File: src/rtl/uncache_wbuf_pkg.sv
// Shared types for the uncached-access agent: store-buffer entry and FSM encodings.
package uncache_wbuf_pkg;

    typedef logic [31:0] virt_t;
    typedef logic [31:0] uint32_t;

    typedef struct packed {
        virt_t       addr;
        logic [2:0]  size;
        logic [3:0]  wstrb;
        uint32_t     data;
    } uncache_wr_entry_t;

    typedef enum logic [1:0] {
        W_IDLE = 2'd0,
        W_REQ  = 2'd1,
        W_RESP = 2'd2
    } uwbuf_wstate_t;

    typedef enum logic [1:0] {
        R_IDLE  = 2'd0,
        R_DRAIN = 2'd1,
        R_REQ   = 2'd2,
        R_RESP  = 2'd3
    } uwbuf_rstate_t;

endpackage

File: src/rtl/uncache_wbuf_if.sv
// LSU-side and downstream (AXI uncache port group) bundles for the uncached agent.
interface uncache_cpu_if;
    import uncache_wbuf_pkg::*;

    logic    wr_valid;
    virt_t   wr_addr;
    logic [2:0] wr_size;
    logic [3:0] wr_wstrb;
    uint32_t wr_data;
    logic    wr_ready;
    logic    rd_valid;
    virt_t   rd_addr;
    logic [2:0] rd_size;
    logic    rd_ready;
    logic    rd_data_valid;
    uint32_t rd_data;

    // LSU drives requests
    modport master (
        output wr_valid, wr_addr, wr_size, wr_wstrb, wr_data, rd_valid, rd_addr, rd_size,
        input  wr_ready, rd_ready, rd_data_valid, rd_data
    );
    // write buffer receives requests
    modport slave (
        input  wr_valid, wr_addr, wr_size, wr_wstrb, wr_data, rd_valid, rd_addr, rd_size,
        output wr_ready, rd_ready, rd_data_valid, rd_data
    );
endinterface

interface uncache_axi_if;
    import uncache_wbuf_pkg::*;

    logic    wr_req;
    logic [2:0] wr_size;
    logic [3:0] wr_wstrb;
    virt_t   wr_addr;
    uint32_t wr_data;
    logic    wr_rdy;
    logic    wr_bvalid;
    logic    rd_req;
    logic [2:0] rd_size;
    virt_t   rd_addr;
    logic    rd_rdy;
    logic    ret_valid;
    uint32_t ret_data;

    // write buffer issues requests downstream
    modport master (
        output wr_req, wr_size, wr_wstrb, wr_addr, wr_data, rd_req, rd_size, rd_addr,
        input  wr_rdy, wr_bvalid, rd_rdy, ret_valid, ret_data
    );
    // AXI bridge answers them
    modport slave (
        input  wr_req, wr_size, wr_wstrb, wr_addr, wr_data, rd_req, rd_size, rd_addr,
        output wr_rdy, wr_bvalid, rd_rdy, ret_valid, ret_data
    );
endinterface

File: src/rtl/uncache_wbuf_sync_fifo.sv
// Small synchronous FIFO; entry storage is not reset, only pointers and count.
module sync_fifo #(
    parameter int WIDTH = 8,
    parameter int DEPTH = 4
) (
    input  logic                     clk,
    input  logic                     reset,
    input  logic                     i_push,
    input  logic [WIDTH-1:0]         i_push_data,
    input  logic                     i_pop,
    output logic [WIDTH-1:0]         o_head,
    output logic [$clog2(DEPTH):0]   o_count,
    output logic                     o_full,
    output logic                     o_empty
);
    localparam int PTR_W = $clog2(DEPTH);
    localparam int CNT_W = PTR_W + 1;

    logic [WIDTH-1:0] r_mem [DEPTH];
    logic [PTR_W-1:0] r_head;
    logic [PTR_W-1:0] r_tail;
    logic [CNT_W-1:0] r_count;
    logic             w_do_push;
    logic             w_do_pop;

    assign o_full    = (r_count == CNT_W'(DEPTH));
    assign o_empty   = (r_count == {CNT_W{1'b0}});
    assign o_count   = r_count;
    assign o_head    = r_mem[r_head];
    assign w_do_push = i_push && !o_full;
    assign w_do_pop  = i_pop && !o_empty;

    // entry storage written at the tail; contents survive reset on purpose
    always_ff @(posedge clk) begin
        if (w_do_push) begin
            r_mem[r_tail] <= i_push_data;
        end
    end

    // pointers wrap naturally at DEPTH (power of two)
    always_ff @(posedge clk) begin
        if (reset) begin
            r_head <= {PTR_W{1'b0}};
            r_tail <= {PTR_W{1'b0}};
        end else begin
            if (w_do_push) r_tail <= r_tail + PTR_W'(1);
            if (w_do_pop)  r_head <= r_head + PTR_W'(1);
        end
    end

    // occupancy tracks push/pop, simultaneous push and pop leaves it unchanged
    always_ff @(posedge clk) begin
        if (reset) begin
            r_count <= {CNT_W{1'b0}};
        end else begin
            case ({w_do_push, w_do_pop})
                2'b10:   r_count <= r_count + CNT_W'(1);
                2'b01:   r_count <= r_count - CNT_W'(1);
                default: r_count <= r_count;
            endcase
        end
    end
endmodule

File: src/rtl/uncache_wbuf.sv
// Uncached store buffer plus ordered load path between the LSU and the uncache AXI ports.
module uncache_wbuf
    import uncache_wbuf_pkg::*;
#(
    parameter int DEPTH = 4
) (
    input  logic         clk,
    input  logic         reset,
    uncache_cpu_if.slave cpu,
    uncache_axi_if.master axi,
    output logic         o_wbuf_empty
);
    localparam int CNT_W = $clog2(DEPTH) + 1;

    uwbuf_wstate_t      r_wstate, w_wstate_nxt;
    uwbuf_rstate_t      r_rstate, w_rstate_nxt;
    virt_t              r_rd_addr;
    logic [2:0]         r_rd_size;
    uncache_wr_entry_t  w_head;
    uncache_wr_entry_t  w_push_entry;
    logic [CNT_W-1:0]   w_count;
    logic               w_fifo_full;
    logic               w_fifo_empty;
    logic               w_wr_ready;
    logic               w_rd_ready;
    logic               w_push;
    logic               w_pop;
    logic               w_rd_accept;

    // stores are refused while a load waits so younger stores stay behind it
    assign w_wr_ready   = reset || (!w_fifo_full && (r_rstate == R_IDLE));
    assign w_rd_ready   = reset || ((r_rstate == R_IDLE) && !cpu.wr_valid);
    assign w_push       = cpu.wr_valid && w_wr_ready;
    assign w_pop        = (r_wstate == W_RESP) && axi.wr_bvalid;
    assign w_rd_accept  = cpu.rd_valid && w_rd_ready;
    assign w_push_entry = '{addr: cpu.wr_addr, size: cpu.wr_size, wstrb: cpu.wr_wstrb, data: cpu.wr_data};

    sync_fifo #(
        .WIDTH ($bits(uncache_wr_entry_t)),
        .DEPTH (DEPTH)
    ) u_fifo (
        .clk         (clk),
        .reset       (reset),
        .i_push      (w_push),
        .i_push_data (w_push_entry),
        .i_pop       (w_pop),
        .o_head      (w_head),
        .o_count     (w_count),
        .o_full      (w_fifo_full),
        .o_empty     (w_fifo_empty)
    );

    // drain and load state registers
    always_ff @(posedge clk) begin
        if (reset) begin
            r_wstate <= W_IDLE;
            r_rstate <= R_IDLE;
        end else begin
            r_wstate <= w_wstate_nxt;
            r_rstate <= w_rstate_nxt;
        end
    end

    // load address/size captured on accept and held until the load completes
    always_ff @(posedge clk) begin
        if (reset) begin
            r_rd_addr <= 32'd0;
            r_rd_size <= 3'd0;
        end else if (w_rd_accept) begin
            r_rd_addr <= cpu.rd_addr;
            r_rd_size <= cpu.rd_size;
        end else begin
            r_rd_addr <= r_rd_addr;
            r_rd_size <= r_rd_size;
        end
    end

    // drain FSM: one store outstanding downstream, next request right after bvalid if work remains
    always_comb begin
        w_wstate_nxt = r_wstate;
        case (r_wstate)
            W_IDLE: begin
                if (!w_fifo_empty) w_wstate_nxt = W_REQ;
                else               w_wstate_nxt = W_IDLE;
            end
            W_REQ: begin
                if (axi.wr_rdy) w_wstate_nxt = W_RESP;
                else            w_wstate_nxt = W_REQ;
            end
            W_RESP: begin
                if (axi.wr_bvalid) begin
                    if ((w_count > CNT_W'(1)) || w_push) w_wstate_nxt = W_REQ;
                    else                                  w_wstate_nxt = W_IDLE;
                end else begin
                    w_wstate_nxt = W_RESP;
                end
            end
            default: w_wstate_nxt = W_IDLE;
        endcase
    end

    // load FSM: a load waits until every older store has its B response
    always_comb begin
        w_rstate_nxt = r_rstate;
        case (r_rstate)
            R_IDLE: begin
                if (w_rd_accept) w_rstate_nxt = R_DRAIN;
                else             w_rstate_nxt = R_IDLE;
            end
            R_DRAIN: begin
                if (w_fifo_empty && (r_wstate == W_IDLE)) w_rstate_nxt = R_REQ;
                else                                      w_rstate_nxt = R_DRAIN;
            end
            R_REQ: begin
                if (axi.rd_rdy) w_rstate_nxt = R_RESP;
                else            w_rstate_nxt = R_REQ;
            end
            R_RESP: begin
                if (axi.ret_valid) w_rstate_nxt = R_IDLE;
                else               w_rstate_nxt = R_RESP;
            end
            default: w_rstate_nxt = R_IDLE;
        endcase
    end

    // outputs: requests decode registered state only; load data passes straight through
    always_comb begin
        cpu.wr_ready      = w_wr_ready;
        cpu.rd_ready      = w_rd_ready;
        cpu.rd_data_valid = !reset && (r_rstate == R_RESP) && axi.ret_valid;
        cpu.rd_data       = axi.ret_data;
        axi.wr_req        = !reset && (r_wstate == W_REQ);
        axi.wr_addr       = w_head.addr;
        axi.wr_size       = w_head.size;
        axi.wr_wstrb      = w_head.wstrb;
        axi.wr_data       = w_head.data;
        axi.rd_req        = !reset && (r_rstate == R_REQ);
        axi.rd_addr       = r_rd_addr;
        axi.rd_size       = r_rd_size;
        o_wbuf_empty      = reset || (w_fifo_empty && (r_wstate == W_IDLE));
    end
endmodule

File: src/flat_wrapper.sv
// flat-port wrapper written by rule: the top's interface ports become plain ports
module uncache_wbuf_flat import uncache_wbuf_pkg::*;
#(
    parameter int DEPTH = 4
)
  (clk, reset, o_wbuf_empty, cpu_wr_valid, cpu_wr_addr, cpu_wr_size, cpu_wr_wstrb, cpu_wr_data, cpu_rd_valid, cpu_rd_addr, cpu_rd_size, cpu_wr_ready, cpu_rd_ready, cpu_rd_data_valid, cpu_rd_data, axi_wr_req, axi_wr_size, axi_wr_wstrb, axi_wr_addr, axi_wr_data, axi_rd_req, axi_rd_size, axi_rd_addr, axi_wr_rdy, axi_wr_bvalid, axi_rd_rdy, axi_ret_valid, axi_ret_data);
  uncache_cpu_if cpu_i ();
  uncache_axi_if axi_i ();
  input  logic clk;
  input  logic reset;
  output logic o_wbuf_empty;
  input wire logic [$bits(cpu_i.wr_valid)-1:0] cpu_wr_valid;
  input wire logic [$bits(cpu_i.wr_addr)-1:0] cpu_wr_addr;
  input wire logic [$bits(cpu_i.wr_size)-1:0] cpu_wr_size;
  input wire logic [$bits(cpu_i.wr_wstrb)-1:0] cpu_wr_wstrb;
  input wire logic [$bits(cpu_i.wr_data)-1:0] cpu_wr_data;
  input wire logic [$bits(cpu_i.rd_valid)-1:0] cpu_rd_valid;
  input wire logic [$bits(cpu_i.rd_addr)-1:0] cpu_rd_addr;
  input wire logic [$bits(cpu_i.rd_size)-1:0] cpu_rd_size;
  output wire logic [$bits(cpu_i.wr_ready)-1:0] cpu_wr_ready;
  output wire logic [$bits(cpu_i.rd_ready)-1:0] cpu_rd_ready;
  output wire logic [$bits(cpu_i.rd_data_valid)-1:0] cpu_rd_data_valid;
  output wire logic [$bits(cpu_i.rd_data)-1:0] cpu_rd_data;
  output wire logic [$bits(axi_i.wr_req)-1:0] axi_wr_req;
  output wire logic [$bits(axi_i.wr_size)-1:0] axi_wr_size;
  output wire logic [$bits(axi_i.wr_wstrb)-1:0] axi_wr_wstrb;
  output wire logic [$bits(axi_i.wr_addr)-1:0] axi_wr_addr;
  output wire logic [$bits(axi_i.wr_data)-1:0] axi_wr_data;
  output wire logic [$bits(axi_i.rd_req)-1:0] axi_rd_req;
  output wire logic [$bits(axi_i.rd_size)-1:0] axi_rd_size;
  output wire logic [$bits(axi_i.rd_addr)-1:0] axi_rd_addr;
  input wire logic [$bits(axi_i.wr_rdy)-1:0] axi_wr_rdy;
  input wire logic [$bits(axi_i.wr_bvalid)-1:0] axi_wr_bvalid;
  input wire logic [$bits(axi_i.rd_rdy)-1:0] axi_rd_rdy;
  input wire logic [$bits(axi_i.ret_valid)-1:0] axi_ret_valid;
  input wire logic [$bits(axi_i.ret_data)-1:0] axi_ret_data;
  assign cpu_i.wr_valid = cpu_wr_valid;
  assign cpu_i.wr_addr = cpu_wr_addr;
  assign cpu_i.wr_size = cpu_wr_size;
  assign cpu_i.wr_wstrb = cpu_wr_wstrb;
  assign cpu_i.wr_data = cpu_wr_data;
  assign cpu_i.rd_valid = cpu_rd_valid;
  assign cpu_i.rd_addr = cpu_rd_addr;
  assign cpu_i.rd_size = cpu_rd_size;
  assign cpu_wr_ready = cpu_i.wr_ready;
  assign cpu_rd_ready = cpu_i.rd_ready;
  assign cpu_rd_data_valid = cpu_i.rd_data_valid;
  assign cpu_rd_data = cpu_i.rd_data;
  assign axi_wr_req = axi_i.wr_req;
  assign axi_wr_size = axi_i.wr_size;
  assign axi_wr_wstrb = axi_i.wr_wstrb;
  assign axi_wr_addr = axi_i.wr_addr;
  assign axi_wr_data = axi_i.wr_data;
  assign axi_rd_req = axi_i.rd_req;
  assign axi_rd_size = axi_i.rd_size;
  assign axi_rd_addr = axi_i.rd_addr;
  assign axi_i.wr_rdy = axi_wr_rdy;
  assign axi_i.wr_bvalid = axi_wr_bvalid;
  assign axi_i.rd_rdy = axi_rd_rdy;
  assign axi_i.ret_valid = axi_ret_valid;
  assign axi_i.ret_data = axi_ret_data;
  uncache_wbuf #(.DEPTH(DEPTH)) u_core (.clk(clk), .reset(reset), .cpu(cpu_i), .axi(axi_i), .o_wbuf_empty(o_wbuf_empty));
endmodule
File: config.mk
export PLATFORM = sky130hd
export DESIGN_NAME = uncache_wbuf_flat
export DESIGN_NICKNAME = d
export VERILOG_FILES = /design/src/rtl/uncache_wbuf_pkg.sv /design/src/rtl/uncache_wbuf_if.sv /design/src/rtl/uncache_wbuf_sync_fifo.sv /design/src/rtl/uncache_wbuf.sv /design/src/flat_wrapper.sv
export SDC_FILE = /design/constraint.sdc
export NUM_CORES = 1
export LEC_CHECK = 0
export ABC_CLOCK_PERIOD_IN_PS = 8600
export CAP_MARGIN = 20
export CORE_ASPECT_RATIO = 1.1
export CORE_UTILIZATION = 30
export DETAILED_ROUTE_END_ITERATION = 6
export PLACE_DENSITY_LB_ADDON = 0.05
export SLEW_MARGIN = 20
export SYNTH_ARGS = -nofsm -noshare
export SYNTH_HDL_FRONTEND = slang
export SYNTH_SLANG_ARGS = --single-unit
export TNS_END_PERCENT = 10
File: constraint.sdc
create_clock -name clk -period 8.6 [get_ports clk]
set_input_delay 1.29 -clock clk [delete_from_list [all_inputs] [get_ports clk]]
set_output_delay 1.29 -clock clk [all_outputs]
set_load 0.02 [all_outputs]
==> impl_results.md <==
* Run status: complete, no violations
* Global-route wire length before repair at about 43000 um
* Tot Pwr at 0.003965 W
* Net count, final at between 1000 and 1500
* Worst slew pin tran at about 0.87 ns
* Total CTS buffers at 37
* Mux contribution to synthesized area at 13.05%
* DRC Markers at 0
* Routed vias/inst at 4.516
* Critical path type: reg -> out
* Simple-gate portion of the synthesized area at under 10%
* 1st-pass router iterations at 6
* Top-count cell post-synth: edfxtp_1
* Syn Nets at 803
* DPL Wire Length at 17120 um
* Post-synth EDFFs at 284
* WP buf/inv at 2
* Avg WL per Cell at 19.61 um
* Post-layout util at 39.68%
* Die Y at 216.0 um
* Number of global-route vias before repair at 7209
* Row count at 78
* Post-Synth Adder-Cell Area at less than 1%
* Final cell count without fillers at 1447
* Area share of xor/xnor cells in the synthesized design at 0.1403%
* Clock Latency Late Sink at 0.52 ns
* Root buffer cell: clkbuf_16
* Power Density at 242.6 nW/um2
* Global Route Usage Sum at 13.52%
* Share of cells above drive strength 1 at 16.25%
* Worst-path maximum fanout at 41
* Mapped Cells at 648
* Fin Setup TNS at 0 ns
* RSZ-0062 raised after global routing: no
* CP endpoint kind: output pin
* Max-cap violations at 0
* Post-layout min period at 4.654 ns
* CTS sink cnt at 332
* Io pins at 290
* Total congestion overflow at 0
* CTS tree: yes
* Die ar. at 42450 um2
* Initial Util at between 30% and 40%
* Final worst path period share at 54.11%
* Synth cell types at 36
* HP Class: reg -> reg
* Post-synth top flop: edfxtp_1
* Mean Syn Cell Area at 19.27 um2
* Clk pin slew, worst setup/hold paths at 0.06 ns
* VDD IR max at 0.1212 mV
* Largest family of logic cells by synthesized area: multiplexers
* Post-CTS setup buffer count at 0
* Crit-path max cell delay at 0.81 ns
* Ranking of synthesized cells by area: edfxtp_1 68%, mux4_2 13%, dfxtp_1 7.7%, nand2_1 2.2%, buf_4 1.9%
* Area delta synth->final at 30.86%
* Post-cts hold buffer count at 0
* H-Tree Depth at 2
* Port bufs at about 230
* Initial antenna violation count at 2
* Worst path slowest cell: buf_4
* Max clock buf depth at 3
* Relative slew slack at 41.75%
* Drt total wl at approximately 28000 um
* Share of the synthesized area in the top cell type at 68.28%
* Initial DRC Count at 323
* Final setup viols at 0
* Critical Path Start Type: flip-flop
* Commonest cells post-synth: 284 x edfxtp_1, 73 x nand2_1, 71 x mux4_2
* P_leak at 5.198 nW
* Crit-path leading delay family: buffers and inverters
* Mapped Area at 12490 um2
* Sequential element share of the synthesized area at roughly 76%
* Largest net degree at the start of global routing at between 50 and 60
* Synth area leader: edfxtp_1
* Critical Path AT at 3.36 ns
* DR vias at 6534
* Die X at 196.5 um
* Core Footprint at 41180 um2
* Final GP Congestion at 0.7354
* CP cell instances: buf_4 -> mux4_2 -> clkdlybuf4s50_1
* CTS resizes at 0
* Ys async rst share at 0%
* Worst Skew at around 0.012 ns
* YS warnings at 0
* Dpl cells at 1379
* DRT antenna net count at 0
* Fmax at 214.9 MHz
* Final hold violation count at 0
* Hold slack at 0.4578 ns
* Final Slew Violations at 0
* Compound-gate portion of the synthesized area at between 2 and 2.5%
* Register bit count reported by yosys at 332
* WP data required at between 7 and 8 ns
-- logic make-up (layout without fill, tap and decap cells) --
logic type	after synthesis	count (layout)
other	0	1
xor gates and xnor gates	2	2
buffers and inverters	68	306
DFF	332	332
adders and majority gates	9	9
AOI/OAI and AO/OA	54	54
muxes	74	74
and+or+nand+nor	109	109
-- power by group --
part | internal [W] | switching [W] | leakage, nW
sequential | 0.00187 | 0.0000361 | 2.99
combinational | 0.000224 | 0.000252 | 1.60
clock | 0.000971 | 0.000613 | 0.606
-- final cells by class --
type / count / area, um2
clock inverter: 12 / 111.4
tap: 560 / 700.7
multi-input combinational: 248 / 2567
timing repair buffer: 233 / 2312
inverter: 6 / 22.52
sequential: 332 / 9497
antenna: 1 / 2.502
fill: 3832 / 24840
clock buffer: 55 / 1130
-- final timing paths --
check / startpoint / to / slack, ns / cells after the start
worst max-delay path: flip-flop / axi_wr_addr[23] / 3.95 / 3
worst min-delay path: u_core.axi.rd_addr[26] / u_core.axi.rd_addr[26] / 0.46 / 2
worst max register to register: u_core.u_fifo.o_count[0] / u_core.u_fifo.r_mem[3][45] / 5.79 / 6
worst min register to register: u_core.axi.rd_addr[26] / u_core.axi.rd_addr[26] / 0.46 / 2
-- registers in the layout (all words and copies together), names as in the netlist, named ones only --
name,cells
u_core.axi.rd_size,3
u_core.u_fifo.r_head,2
u_core.u_fifo.r_tail,2
u_core.axi.rd_addr,32
u_core.u_fifo.r_mem,284
u_core.r_rstate,2
u_core.r_wstate,2
u_core.u_fifo.o_count,3
-- metrics by stage --
step | cell area (um2) | worst slack (ns)
floorplan | 12490 | 4.935
global placement | 15100 | 4.152
detailed placement | 15100 | 4.091
CTS | 16340 | 3.740
global route | 16340 | 3.604
finish | 16340 | 3.946
-- cells in the final DEF, fill, tap and decap left out, drive strengths merged, types with 2 or more instances in the layout --
cell type / netlist / layout
o21ai: 4 / 4
or2: 2 / 2
a21oi: 42 / 42
clkinv: 0 / 8
ha: 9 / 9
o31ai: 2 / 2
nand3b: 2 / 2
buf: 52 / 8
mux2i: 2 / 2
dfxtp: 48 / 48
bufinv: 0 / 2
edfxtp: 284 / 284
or3: 2 / 2
clkdlybuf4s50: 0 / 225
inv: 6 / 7
nand2b: 5 / 5
clkbuf: 10 / 55
nand2: 73 / 73
xor2: 2 / 2
nor2: 11 / 11
mux4: 71 / 71
a211oi: 3 / 3
and2: 5 / 5
nor4b: 2 / 2
-- worst min-delay path: cells and delay by family, from the launching register on --
kind | cells | cell delay [ns]
AND/OR/NAND/NOR | 1 | 0.05
flip-flops | 1 | 0.31
AO/OA/AOI/OAI | 1 | 0.05
-- routing by layer --
metal  global-route usage (%)  vias up  wire, um
met1                    15.32     3300     11000
met4                    4.167        2       527
met3                    4.954       48      2345
li1                         -     2931         -
met2                    23.58      253     14500
met5                        0        -        13
Note: power is estimated with default switching activity, not from simulation.
